**src/rtl/hazard_detection_unit.sv**
```systemverilog
// rtl/hazard_detection_unit.sv - load-use / branch stall, flush and data-memory wait/timeout control
// Optional feature macro: HAZARD_STALL_COUNTER_EN (adds the saturating stall_cycles counter)
module hazard_detection_unit #(
  parameter int MEM_TIMEOUT = 255
) (
  input  logic       clk,
  input  logic       rst,
  input  logic [4:0] ID_Rs1,
  input  logic [4:0] ID_Rs2,
  input  logic       ID_UsesRs1,
  input  logic       ID_UsesRs2,
  input  logic       ID_IsBranch,
  input  logic       branch_taken,
  input  logic       EX_MemRead,
  input  logic       EX_RegWrite,
  input  logic [4:0] EX_Rd,
  input  logic       MEM_MemRead,
  input  logic [4:0] MEM_Rd,
  input  logic       MEM_MemAccess,
  input  logic       dmem_ready,
  output logic       PC_Write,
  output logic       IF_ID_Write,
  output logic       ID_EX_Bubble,
  output logic       IF_ID_Flush,
  output logic       Pipe_Freeze,
  output logic       mem_timeout
`ifdef HAZARD_STALL_COUNTER_EN
  ,
  output logic [31:0] stall_cycles
`endif
);

  // Counter only has to reach MEM_TIMEOUT, so it is sized to hold exactly that.
  localparam int CW = $clog2(MEM_TIMEOUT + 1);
  localparam logic [CW-1:0] TIMEOUT_VAL = CW'(MEM_TIMEOUT);
  localparam logic [CW-1:0] CNT_ONE     = CW'(1);

  typedef enum logic [1:0] {
    RUN      = 2'd0,
    MEM_WAIT = 2'd1,
    FAULT    = 2'd2
  } state_t;

  state_t        state;
  state_t        state_next;
  logic [CW-1:0] wait_cnt;
  logic [CW-1:0] wait_cnt_next;

  logic          freeze;
  logic          load_use;
  logic          br_stall;
  logic          stall;
  logic          rs1_ex_hit;
  logic          rs2_ex_hit;
  logic          rs1_exw_hit;
  logic          rs2_exw_hit;
  logic          rs1_meml_hit;
  logic          rs2_meml_hit;

  // State register and wait counter
  always_ff @(posedge clk) begin
    if (rst) begin
      state    <= RUN;
      wait_cnt <= '0;
    end else begin
      state    <= state_next;
      wait_cnt <= wait_cnt_next;
    end
  end

  // Next-state: enter wait on a stalled access, leave on ready, fault on timeout
  always_comb begin
    state_next    = state;
    wait_cnt_next = wait_cnt;
    case (state)
      RUN: begin
        if (MEM_MemAccess && !dmem_ready) begin
          state_next    = MEM_WAIT;
          wait_cnt_next = CNT_ONE;
        end
      end
      MEM_WAIT: begin
        // A late ready always beats the timeout compare.
        if (dmem_ready) begin
          state_next    = RUN;
          wait_cnt_next = '0;
        end else if (wait_cnt == TIMEOUT_VAL) begin
          state_next    = FAULT;
        end else begin
          wait_cnt_next = wait_cnt + CNT_ONE;
        end
      end
      FAULT: begin
        state_next = FAULT;
      end
      default: begin
        state_next    = RUN;
        wait_cnt_next = '0;
      end
    endcase
  end

  // Source/destination comparisons; x0 never creates a dependency
  always_comb begin
    rs1_ex_hit   = ID_UsesRs1 && (EX_Rd != 5'd0) && (ID_Rs1 == EX_Rd);
    rs2_ex_hit   = ID_UsesRs2 && (EX_Rd != 5'd0) && (ID_Rs2 == EX_Rd);
    rs1_exw_hit  = rs1_ex_hit && EX_RegWrite;
    rs2_exw_hit  = rs2_ex_hit && EX_RegWrite;
    rs1_meml_hit = ID_UsesRs1 && MEM_MemRead && (MEM_Rd != 5'd0) && (ID_Rs1 == MEM_Rd);
    rs2_meml_hit = ID_UsesRs2 && MEM_MemRead && (MEM_Rd != 5'd0) && (ID_Rs2 == MEM_Rd);
  end

  // Hazard classification; freeze dominates any stall
  always_comb begin
    freeze   = 1'b0;
    case (state)
      RUN:      freeze = MEM_MemAccess && !dmem_ready;
      MEM_WAIT: freeze = !dmem_ready;
      FAULT:    freeze = 1'b1;
      default:  freeze = 1'b0;
    endcase
    // A load in EX cannot forward to anyone in ID yet.
    load_use = EX_MemRead && (rs1_ex_hit || rs2_ex_hit);
    // The branch ALU sits in ID, so it also waits for EX results and MEM-stage load data;
    // MEM-stage ALU results are forwarded.
    br_stall = ID_IsBranch && (rs1_exw_hit || rs2_exw_hit || rs1_meml_hit || rs2_meml_hit);
    stall    = (load_use || br_stall) && !freeze;
  end

  // Pipeline control outputs, forced neutral while reset is held
  always_comb begin
    PC_Write     = 1'b1;
    IF_ID_Write  = 1'b1;
    ID_EX_Bubble = 1'b0;
    IF_ID_Flush  = 1'b0;
    Pipe_Freeze  = 1'b0;
    mem_timeout  = (state == FAULT);
    if (!rst) begin
      PC_Write     = !(freeze || stall);
      IF_ID_Write  = !(freeze || stall);
      ID_EX_Bubble = stall;
      IF_ID_Flush  = ID_IsBranch && branch_taken && !stall && !freeze;
      Pipe_Freeze  = freeze;
    end
  end

`ifdef HAZARD_STALL_COUNTER_EN
  // Saturating count of cycles lost to stalls or freezes
  always_ff @(posedge clk) begin
    if (rst) begin
      stall_cycles <= 32'd0;
    end else if ((stall || freeze) && (stall_cycles != 32'hFFFF_FFFF)) begin
      stall_cycles <= stall_cycles + 32'd1;
    end
  end
`endif

endmodule
```
**config.mk**
```make
export PLATFORM = sky130hd
export DESIGN_NAME = hazard_detection_unit
export DESIGN_NICKNAME = d
export VERILOG_FILES = /design/src/rtl/hazard_detection_unit.sv
export SDC_FILE = /design/constraint.sdc
export NUM_CORES = 1
export LEC_CHECK = 0
export ABC_AREA = 1
export CAP_MARGIN = 10
export CORE_ASPECT_RATIO = 0.8
export CORE_MARGIN = 2
export CORE_UTILIZATION = 40
export DETAILED_ROUTE_END_ITERATION = 10
export PLACE_DENSITY = 0.76
export SYNTH_ARGS = -nofsm -noshare
export SYNTH_HDL_FRONTEND = slang
export SYNTH_SLANG_ARGS = --single-unit
```
**constraint.sdc**
```tcl
create_clock -name clk -period 1.3 [get_ports clk]
set_input_delay 0.195 -clock clk [delete_from_list [all_inputs] [get_ports clk]]
set_output_delay 0.195 -clock clk [all_outputs]
set_load 0.02 [all_outputs]
```
==> impl_metrics.prom, run 1 <==
# TYPE chip_impl_metric gauge
chip_impl_info{name="most_common_library_cell_in_the_layout_ignoring_fill_and_taps",value="nand2_1"} 1
chip_impl_metric{name="synth_largest_type_area_fraction",unit=""} 0.278
chip_impl_metric{name="area_delta_synth_final",unit="%"} 89.1
chip_impl_metric{name="final.setup.tns",unit="ns"} -3.10
chip_impl_metric{name="worst-path-max-fanout",unit=""} 3
chip_impl_metric{name="multi_input_comb_area",unit="sq um"} 891
chip_impl_metric{name="postRouteWirelength",unit="microns"} 4180
chip_impl_metric{name="synth.yosys.seq_area_share",unit=""} 0.195
chip_impl_metric{name="drive_above_1_share",unit=""} 0.383
chip_impl_metric{name="final.period_utilization",unit=""} 1.23
chip_impl_metric{name="switching_power",unit="uW"} 457
chip_impl_metric{name="worst_skew_pair.late_latency",unit="ns"} 0.27
chip_impl_metric{name="internal_power",unit="uW"} 780
chip_impl_metric{name="reg2reg_slack",unit="ns"} -0.25
chip_impl_metric{name="grt_max_degree",unit=""} 7
chip_impl_metric{name="slew_headroom",unit=""} 0.722
chip_impl_metric{name="core_area",unit="sq um"} 2440
chip_impl_metric{name="die-width",unit="microns"} 60.6
chip_impl_metric{name="overall_via_count_from_detail_route",unit=""} 1518
chip_impl_metric{name="grt-ovfl-total",unit=""} 0
chip_impl_metric{name="synth.ff_latch_count",unit=""} 10
chip_impl_metric{name="floorplan.die.height",unit="microns"} 49.3
chip_impl_metric{name="timing_max_transition_violations_final",unit=""} 0
chip_impl_metric{name="floorplan.initialDensity",unit=""} 0.420
chip_impl_metric{name="top_level_ports",unit=""} 37
chip_impl_metric{name="syn_nets",unit=""} 233
chip_impl_metric{name="h-tree-depth",unit=""} 1
chip_impl_metric{name="detail_route.drc_violations",unit=""} 0
chip_impl_metric{name="n_antenna_cell",unit=""} 0
chip_impl_metric{name="yosys_warnings",unit=""} 0
chip_impl_metric{name="rr_worst_depth",unit=""} 9
chip_impl_metric{name="worst_slew_pin_tran",unit="ns"} 0.416
chip_impl_metric{name="n_fill_cell",unit=""} 180
chip_impl_metric{name="detail_route.iter0.violations",unit=""} 97
chip_impl_info{name="critical_path_class",value="flip-flop to primary output"} 1
chip_impl_metric{name="detailed_place_hpwl",unit="microns"} 2490
chip_impl_info{name="synth_area_leader_cell",value="nand2_1"} 1
chip_impl_metric{name="hold_ws",unit="ns"} 0.384
chip_impl_info{name="worst_setup_path_endpoint",value="ID_EX_Bubble"} 1
chip_impl_info{name="rsz0062_at_grt",value="yes"} 1
chip_impl_metric{name="dp_slack",unit="ns"} -0.951
chip_impl_metric{name="power.share.switching",unit=""} 0.370
chip_impl_metric{name="combinationalPowerShare",unit=""} 0.491
chip_impl_metric{name="synth.lib_cells_used.distinct",unit=""} 22
chip_impl_metric{name="finalSetupViolations",unit=""} 15
chip_impl_info{name="rr_endpoint",value="wait_cnt[5]"} 1
chip_impl_metric{name="die_area",unit="sq um"} 2990
chip_impl_metric{name="clockBufferDepth",unit=""} 2
chip_impl_info{name="outcome",value="complete, but fails checks"} 1
chip_impl_metric{name="drtAntennaViolNets",unit=""} 0
chip_impl_metric{name="max-cap-violations",unit=""} 0
chip_impl_metric{name="worst_ep_arrival_time",unit="ns"} 1.40
chip_impl_metric{name="dpl-instance-area",unit="sq um"} 1610
chip_impl_info{name="startpoint",value="state[1]"} 1
chip_impl_metric{name="rows",unit=""} 16
chip_impl_metric{name="register_area",unit="sq um"} 214
chip_impl_metric{name="ir_drop",unit="V"} 0.000538
chip_impl_metric{name="stdcell_area",unit="sq um"} 1940
chip_impl_metric{name="final_cells",unit=""} 310
chip_impl_metric{name="place_congestion",unit=""} 0.956
chip_impl_metric{name="max_freq",unit="MHz"} 627
chip_impl_metric{name="finalHoldViolCount",unit=""} 0
chip_impl_info{name="clock_tree_from_tritoncts",value="built"} 1
chip_impl_metric{name="numClockSinks",unit=""} 10
chip_impl_metric{name="antenna_found_initial",unit=""} 0
chip_impl_info{name="failed_checks",value="negative setup slack"} 1
chip_impl_metric{name="place.detailed.instances",unit=""} 295
chip_impl_metric{name="critPathRequiredTime",unit="ns"} 1.11
chip_impl_info{name="crit-reg2reg-launch",value="state[1]"} 1
chip_impl_info{name="clock_tree_root",value="clkbuf_4"} 1
chip_impl_metric{name="grt_pass1_wl",unit="microns"} 5800
chip_impl_metric{name="fin_skew",unit="ns"} 0.00200
chip_impl_metric{name="power_leakage",unit="uW"} 0.00101
chip_impl_metric{name="synth_area",unit="sq um"} 1030
chip_impl_metric{name="post_synth_inst_count",unit=""} 201
chip_impl_info{name="synth_area_leaders",value="nand2_1 28%, dfxtp_1 20%, inv_1 12%"} 1
chip_impl_metric{name="drtPass1Iterations",unit=""} 5
chip_impl_metric{name="syn_avg_cell_area",unit="sq um"} 5.10
chip_impl_info{name="most_frequent_cells_in_the_layout",value="68 x nand2_1, 27 x buf_4, 24 x inv_1, 24 x nor2_1, 22 x dlygate4sd2_1"} 1
chip_impl_info{name="hold_path.class",value="input pin to flip-flop"} 1
chip_impl_info{name="cp-start-kind",value="flip-flop"} 1
chip_impl_metric{name="first_global_vias",unit=""} 1310
chip_impl_metric{name="power.share.clock",unit=""} 0.233
chip_impl_metric{name="routedWlPerCell",unit="microns"} 13.5
chip_impl_metric{name="io_buffers",unit=""} 36
chip_impl_metric{name="clk_pin_slew",unit="ns"} 0.07
chip_impl_info{name="worstSetupEndpointType",value="primary output"} 1
chip_impl_metric{name="pwr_per_cell_area",unit="nW/um^2"} 638
chip_impl_metric{name="share_seq_of_total_power",unit=""} 0.276
chip_impl_metric{name="layout_setup_ws",unit="ns"} -0.296
chip_impl_metric{name="numCtsBuffers",unit=""} 3
chip_impl_metric{name="groute.usage.overall",unit=""} 0.253
chip_impl_metric{name="vias_per_cell",unit=""} 4.90
chip_impl_metric{name="period_minus_slack",unit="ns"} 1.60
chip_impl_metric{name="final_net_count",unit=""} 307
worst min path at each step:
stage                        from          end  slack [ns]  cells past startpoint
detailed placement    wait_cnt[7]  wait_cnt[7]        0.53                      4
global placement      wait_cnt[6]  wait_cnt[6]        0.52                      2
floorplan                     rst     state[0]        0.26                      1
CTS                 MEM_MemAccess     state[0]        0.35                      3
finish              MEM_MemAccess     state[0]        0.38                      3
global route        MEM_MemAccess     state[0]        0.37                      3
power by group through the flow:
stage                     registers (uW)  logic (uW)  clock network (uW)
after floorplan                      339         204                   0
after global placement               337         439                   0
after detailed placement             338         441                   0
after CTS                            339         514                 290
after global routing                 343         651                 312
final                                342         607                 288
final cells by class:
class / instances / area share
Timing Repair Buffer: 69 / 0.317
Sequential cell: 10 / 0.110
Tap cell: 36 / 0.0232
Clock buffer: 4 / 0.0187
Multi-Input combinational cell: 156 / 0.459
Inverter: 35 / 0.0716
metrics by stage:
step | power, uW | util
floorplan | 543 | -
detailed placement | 780 | 0.658
global placement | 776 | 0.658
CTS | 1140 | 0.743
finish | 1240 | 0.795
global route | 1310 | 0.795
kinds of logic after synthesis:
kind of cell             Yosys count  synth area share
flip-flops                        10             0.195
adder cells (fa/ha/maj)            1            0.0122
AO/OA/AOI/OAI                     22             0.120
buffers and inverters             36             0.135
AND/OR/NAND/NOR                  132             0.538
synthesized netlist by cell type:
library cell,count
ha_1,1
nand2_2,3
nand4_1,4
inv_2,2
o21ai_1,1
nor2_2,2
nor3_1,1
nand2_4,1
nor2_1,32
dfxtp_1,10
or2_2,1
nand2_1,76
o21ai_2,2
o21bai_1,1
buf_4,1
a21boi_0,1
a21oi_1,8
inv_1,33
o21ai_0,9
nor3b_1,1
nand3_2,1
nand3_1,10
state kept, by name, indices dropped and copies added (netlist names):
| register | flops |
|---|---|
| wait_cnt | 8 |
| state | 2 |
layer usage:
metal  track usage  vias to the layer above  wire length (microns)  part of all wire
met5             0                        -                      0                 0
met4        0.0254                        0                     13            0.0031
met3        0.0610                        2                    372             0.089
met2         0.391                       81                   1960              0.47
met1         0.366                      666                   1830              0.44
li1              -                      769                      -                 -
worst max-delay path, cell delays in order (launching register included):
cell	delay, ns
dfxtp_4	0.37
nor2_4	0.12
nand2_2	0.07
o21ai_2	0.07
inv_1	0.06
nor2_2	0.12
a21boi_2	0.19
buf_6	0.13
what timing repair did:
item,4_1_cts,5_1_grt
gates cloned,1,0
setup endpoints to repair,14,16
hold buffers,0,0
resized for setup,113,31
pin swaps,35,14
setup buffers,6,5
Power figures use the tool's default switching activity.
==> run 2: changes to the inputs <==
--- a/config.mk
+++ b/config.mk
@@ -12,6 +12,8 @@
 export CORE_UTILIZATION = 40
 export DETAILED_ROUTE_END_ITERATION = 10
 export PLACE_DENSITY = 0.76
+export SKIP_LAST_GASP = 1
+export SLEW_MARGIN = 30
 export SYNTH_ARGS = -nofsm -noshare
 export SYNTH_HDL_FRONTEND = slang
 export SYNTH_SLANG_ARGS = --single-unit
==> run 2 against run 1 <==
Net effect: the flow still finishes with violations (negative setup slack); core utilization is 0.61 points lower; cell area is 0.77% lower; first-iteration DRC count is 11% higher; flip-flop and latch count did not move; clock power hardly changed; combinational power decreased by 0.7%; count of clock-buffer cells in the layout unchanged; critical path depth is the same; highest routed layer unchanged; sequential power barely moved; critical path type unchanged; die area is the same; clock skew rose by 0.0016 ns; register-to-register slack barely moved.
==> impl_metrics.prom, run 2 (synthesis gave the netlist of run 1 again) <==
# TYPE chip_impl_metric gauge
chip_impl_metric{name="register_area",unit="sq um"} 214
chip_impl_metric{name="area_delta_synth_final",unit="%"} 87.7
chip_impl_metric{name="power.total",unit="uW"} 1230
chip_impl_metric{name="layout_setup_ws",unit="ns"} -0.325
chip_impl_info{name="clock_tree_from_tritoncts",value="built"} 1
chip_impl_info{name="critical_path_class",value="flip-flop to primary output"} 1
chip_impl_metric{name="dp_slack",unit="ns"} -0.951
chip_impl_metric{name="h-tree-depth",unit=""} 1
chip_impl_metric{name="finalHoldViolCount",unit=""} 0
chip_impl_info{name="layout_top_registers",value="wait_cnt (8), state (2)"} 1
chip_impl_metric{name="timing_max_transition_violations_final",unit=""} 0
chip_impl_metric{name="floorplan.initialDensity",unit=""} 0.420
chip_impl_metric{name="grt_max_degree",unit=""} 7
chip_impl_metric{name="final.period_utilization",unit=""} 1.25
chip_impl_metric{name="grt-ovfl-total",unit=""} 0
chip_impl_metric{name="detailroute.wirelength.met3",unit="microns"} 398
chip_impl_metric{name="critPathRequiredTime",unit="ns"} 1.11
chip_impl_metric{name="max-cap-violations",unit=""} 0
chip_impl_metric{name="vias_per_cell",unit=""} 4.93
chip_impl_metric{name="rows",unit=""} 16
chip_impl_metric{name="route.layer.met1.wl",unit="microns"} 1760
chip_impl_metric{name="finalSetupViolations",unit=""} 15
chip_impl_metric{name="die_area",unit="sq um"} 2990
chip_impl_metric{name="worst_skew_pair.late_latency",unit="ns"} 0.27
chip_impl_metric{name="n_antenna_cell",unit=""} 0
chip_impl_info{name="crit-reg2reg-launch",value="state[1]"} 1
chip_impl_metric{name="numCtsBuffers",unit=""} 3
chip_impl_metric{name="io_buffers",unit=""} 36
chip_impl_metric{name="power.share.clock",unit=""} 0.233
chip_impl_metric{name="detail_route.drc_violations",unit=""} 0
chip_impl_metric{name="fin_skew",unit="ns"} 0.00363
chip_impl_metric{name="switching_power",unit="uW"} 454
chip_impl_metric{name="grt_pass1_wl",unit="microns"} 5800
chip_impl_metric{name="core_area",unit="sq um"} 2440
chip_impl_info{name="outcome",value="complete, but fails checks"} 1
chip_impl_info{name="failed_checks",value="negative setup slack"} 1
chip_impl_metric{name="reg2reg_slack",unit="ns"} -0.26
chip_impl_metric{name="clockBufferDepth",unit=""} 2
chip_impl_info{name="most_common_library_cell_in_the_layout_ignoring_fill_and_taps",value="nand2_1"} 1
chip_impl_info{name="worstSetupEndpointType",value="primary output"} 1
chip_impl_info{name="hold_path_origin",value="MEM_MemAccess"} 1
chip_impl_metric{name="detailed_place_hpwl",unit="microns"} 2490
chip_impl_metric{name="first_global_vias",unit=""} 1307
chip_impl_metric{name="top_level_ports",unit=""} 37
chip_impl_info{name="hold_path.class",value="input pin to flip-flop"} 1
chip_impl_metric{name="final_net_count",unit=""} 307
chip_impl_metric{name="overall_via_count_from_detail_route",unit=""} 1529
chip_impl_metric{name="power.share.switching",unit=""} 0.368
chip_impl_metric{name="drtPass1Iterations",unit=""} 5
chip_impl_info{name="register_bank_with_the_most_flops",value="wait_cnt"} 1
chip_impl_metric{name="drive_above_1_share",unit=""} 0.376
chip_impl_info{name="cp-start-kind",value="flip-flop"} 1
chip_impl_metric{name="routedWlPerCell",unit="microns"} 13.4
chip_impl_metric{name="antenna_found_initial",unit=""} 0
chip_impl_info{name="rsz0062_at_grt",value="yes"} 1
chip_impl_metric{name="worst_slew_pin_tran",unit="ns"} 0.379
chip_impl_metric{name="groute.usage.overall",unit=""} 0.253
chip_impl_metric{name="die-width",unit="microns"} 60.6
chip_impl_metric{name="period_minus_slack",unit="ns"} 1.63
chip_impl_metric{name="max_freq",unit="MHz"} 615
chip_impl_metric{name="detail_route.iter0.violations",unit=""} 108
chip_impl_metric{name="worst_ep_arrival_time",unit="ns"} 1.43
chip_impl_info{name="startpoint",value="state[1]"} 1
chip_impl_metric{name="routed-wl-met2",unit="microns"} 1980
chip_impl_metric{name="internal_power",unit="uW"} 778
chip_impl_metric{name="combinationalPowerShare",unit=""} 0.489
chip_impl_metric{name="ir_drop",unit="V"} 0.000529
chip_impl_metric{name="numClockSinks",unit=""} 10
chip_impl_metric{name="floorplan.die.height",unit="microns"} 49.3
chip_impl_metric{name="slew_headroom",unit=""} 0.746
chip_impl_metric{name="drtAntennaViolNets",unit=""} 0
chip_impl_info{name="clock_tree_root",value="clkbuf_4"} 1
chip_impl_info{name="topRoutingLayerUsed",value="met4"} 1
chip_impl_metric{name="place_congestion",unit=""} 0.956
chip_impl_metric{name="pwr_per_cell_area",unit="nW/um^2"} 640
chip_impl_metric{name="cts_hold_buf",unit=""} 0
chip_impl_metric{name="postRouteWirelength",unit="microns"} 4150
chip_impl_metric{name="multi_input_comb_area",unit="sq um"} 877
chip_impl_metric{name="n_fill_cell",unit=""} 182
chip_impl_metric{name="power_leakage",unit="uW"} 0.00101
chip_impl_metric{name="clk_pin_slew",unit="ns"} 0.07
chip_impl_metric{name="share_seq_of_total_power",unit=""} 0.277
chip_impl_metric{name="largest_reg_flops",unit=""} 8
chip_impl_metric{name="worst-path-max-fanout",unit=""} 3
chip_impl_info{name="most_frequent_cells_in_the_layout",value="68 x nand2_1, 27 x buf_4, 24 x inv_1, 24 x nor2_1, 23 x dlygate4sd2_1"} 1
[run 2: worst paths after layout]
path                                endpoint  cells after the start
worst max register to register   wait_cnt[5]                      9
worst min register to register   wait_cnt[7]                      4
worst max-delay path            ID_EX_Bubble                      7
worst min-delay path                state[0]                      3
[run 2: cell type report]
| type | instances | area share |
|---|---|---|
| clock buffer | 4 | 0.0188 |
| inverter | 35 | 0.0721 |
| sequential | 10 | 0.111 |
| timing repair buffer | 69 | 0.319 |
| multi-input combinational | 156 | 0.455 |
| tap | 36 | 0.0234 |
[run 2: routing by layer]
layer	GRT usage	vias to the layer above
li1	-	766
met4	0.0254	0
met5	0	-
met1	0.366	672
met2	0.391	87
met3	0.0610	4
[run 2: power by group through the flow]
stage / clock (uW) / combinational, uW / sequential (uW)
after global placement: 0 / 439 / 337
final: 287 / 603 / 342
after CTS: 290 / 514 / 339
after floorplan: 0 / 204 / 339
after global routing: 310 / 646 / 343
after detailed placement: 0 / 441 / 338
[run 2: what timing repair did]
item	in CTS	in global routing
hold endpoints to repair	0	0
buffers inserted	6	5
gates resized for setup	111	29
endpoints found under the setup margin	14	16
gates cloned	1	0
pin swaps	34	16
[run 2: worst max-delay path, cell delays in order, from the launching register on]
cell,delay [ns]
dfxtp_4,0.37
nor2_4,0.11
nand2_2,0.08
o21ai_2,0.09
inv_1,0.07
nor2_2,0.12
a21boi_2,0.19
buf_6,0.13
[run 2: metrics by stage]
stage	setup TNS [ns]	hold WS, ns	instances	utilization	instance area [sq um]
3_5_place_dp	-7.08	0.528	295	0.658	1610
4_1_cts	-1.22	0.352	306	0.742	1810
3_3_place_gp	-6.84	0.521	295	0.658	1610
5_1_grt	-4.00	0.360	310	0.788	1930
6_report	-3.17	0.354	310	0.788	1930
2_1_floorplan	0	0.264	201	-	1040
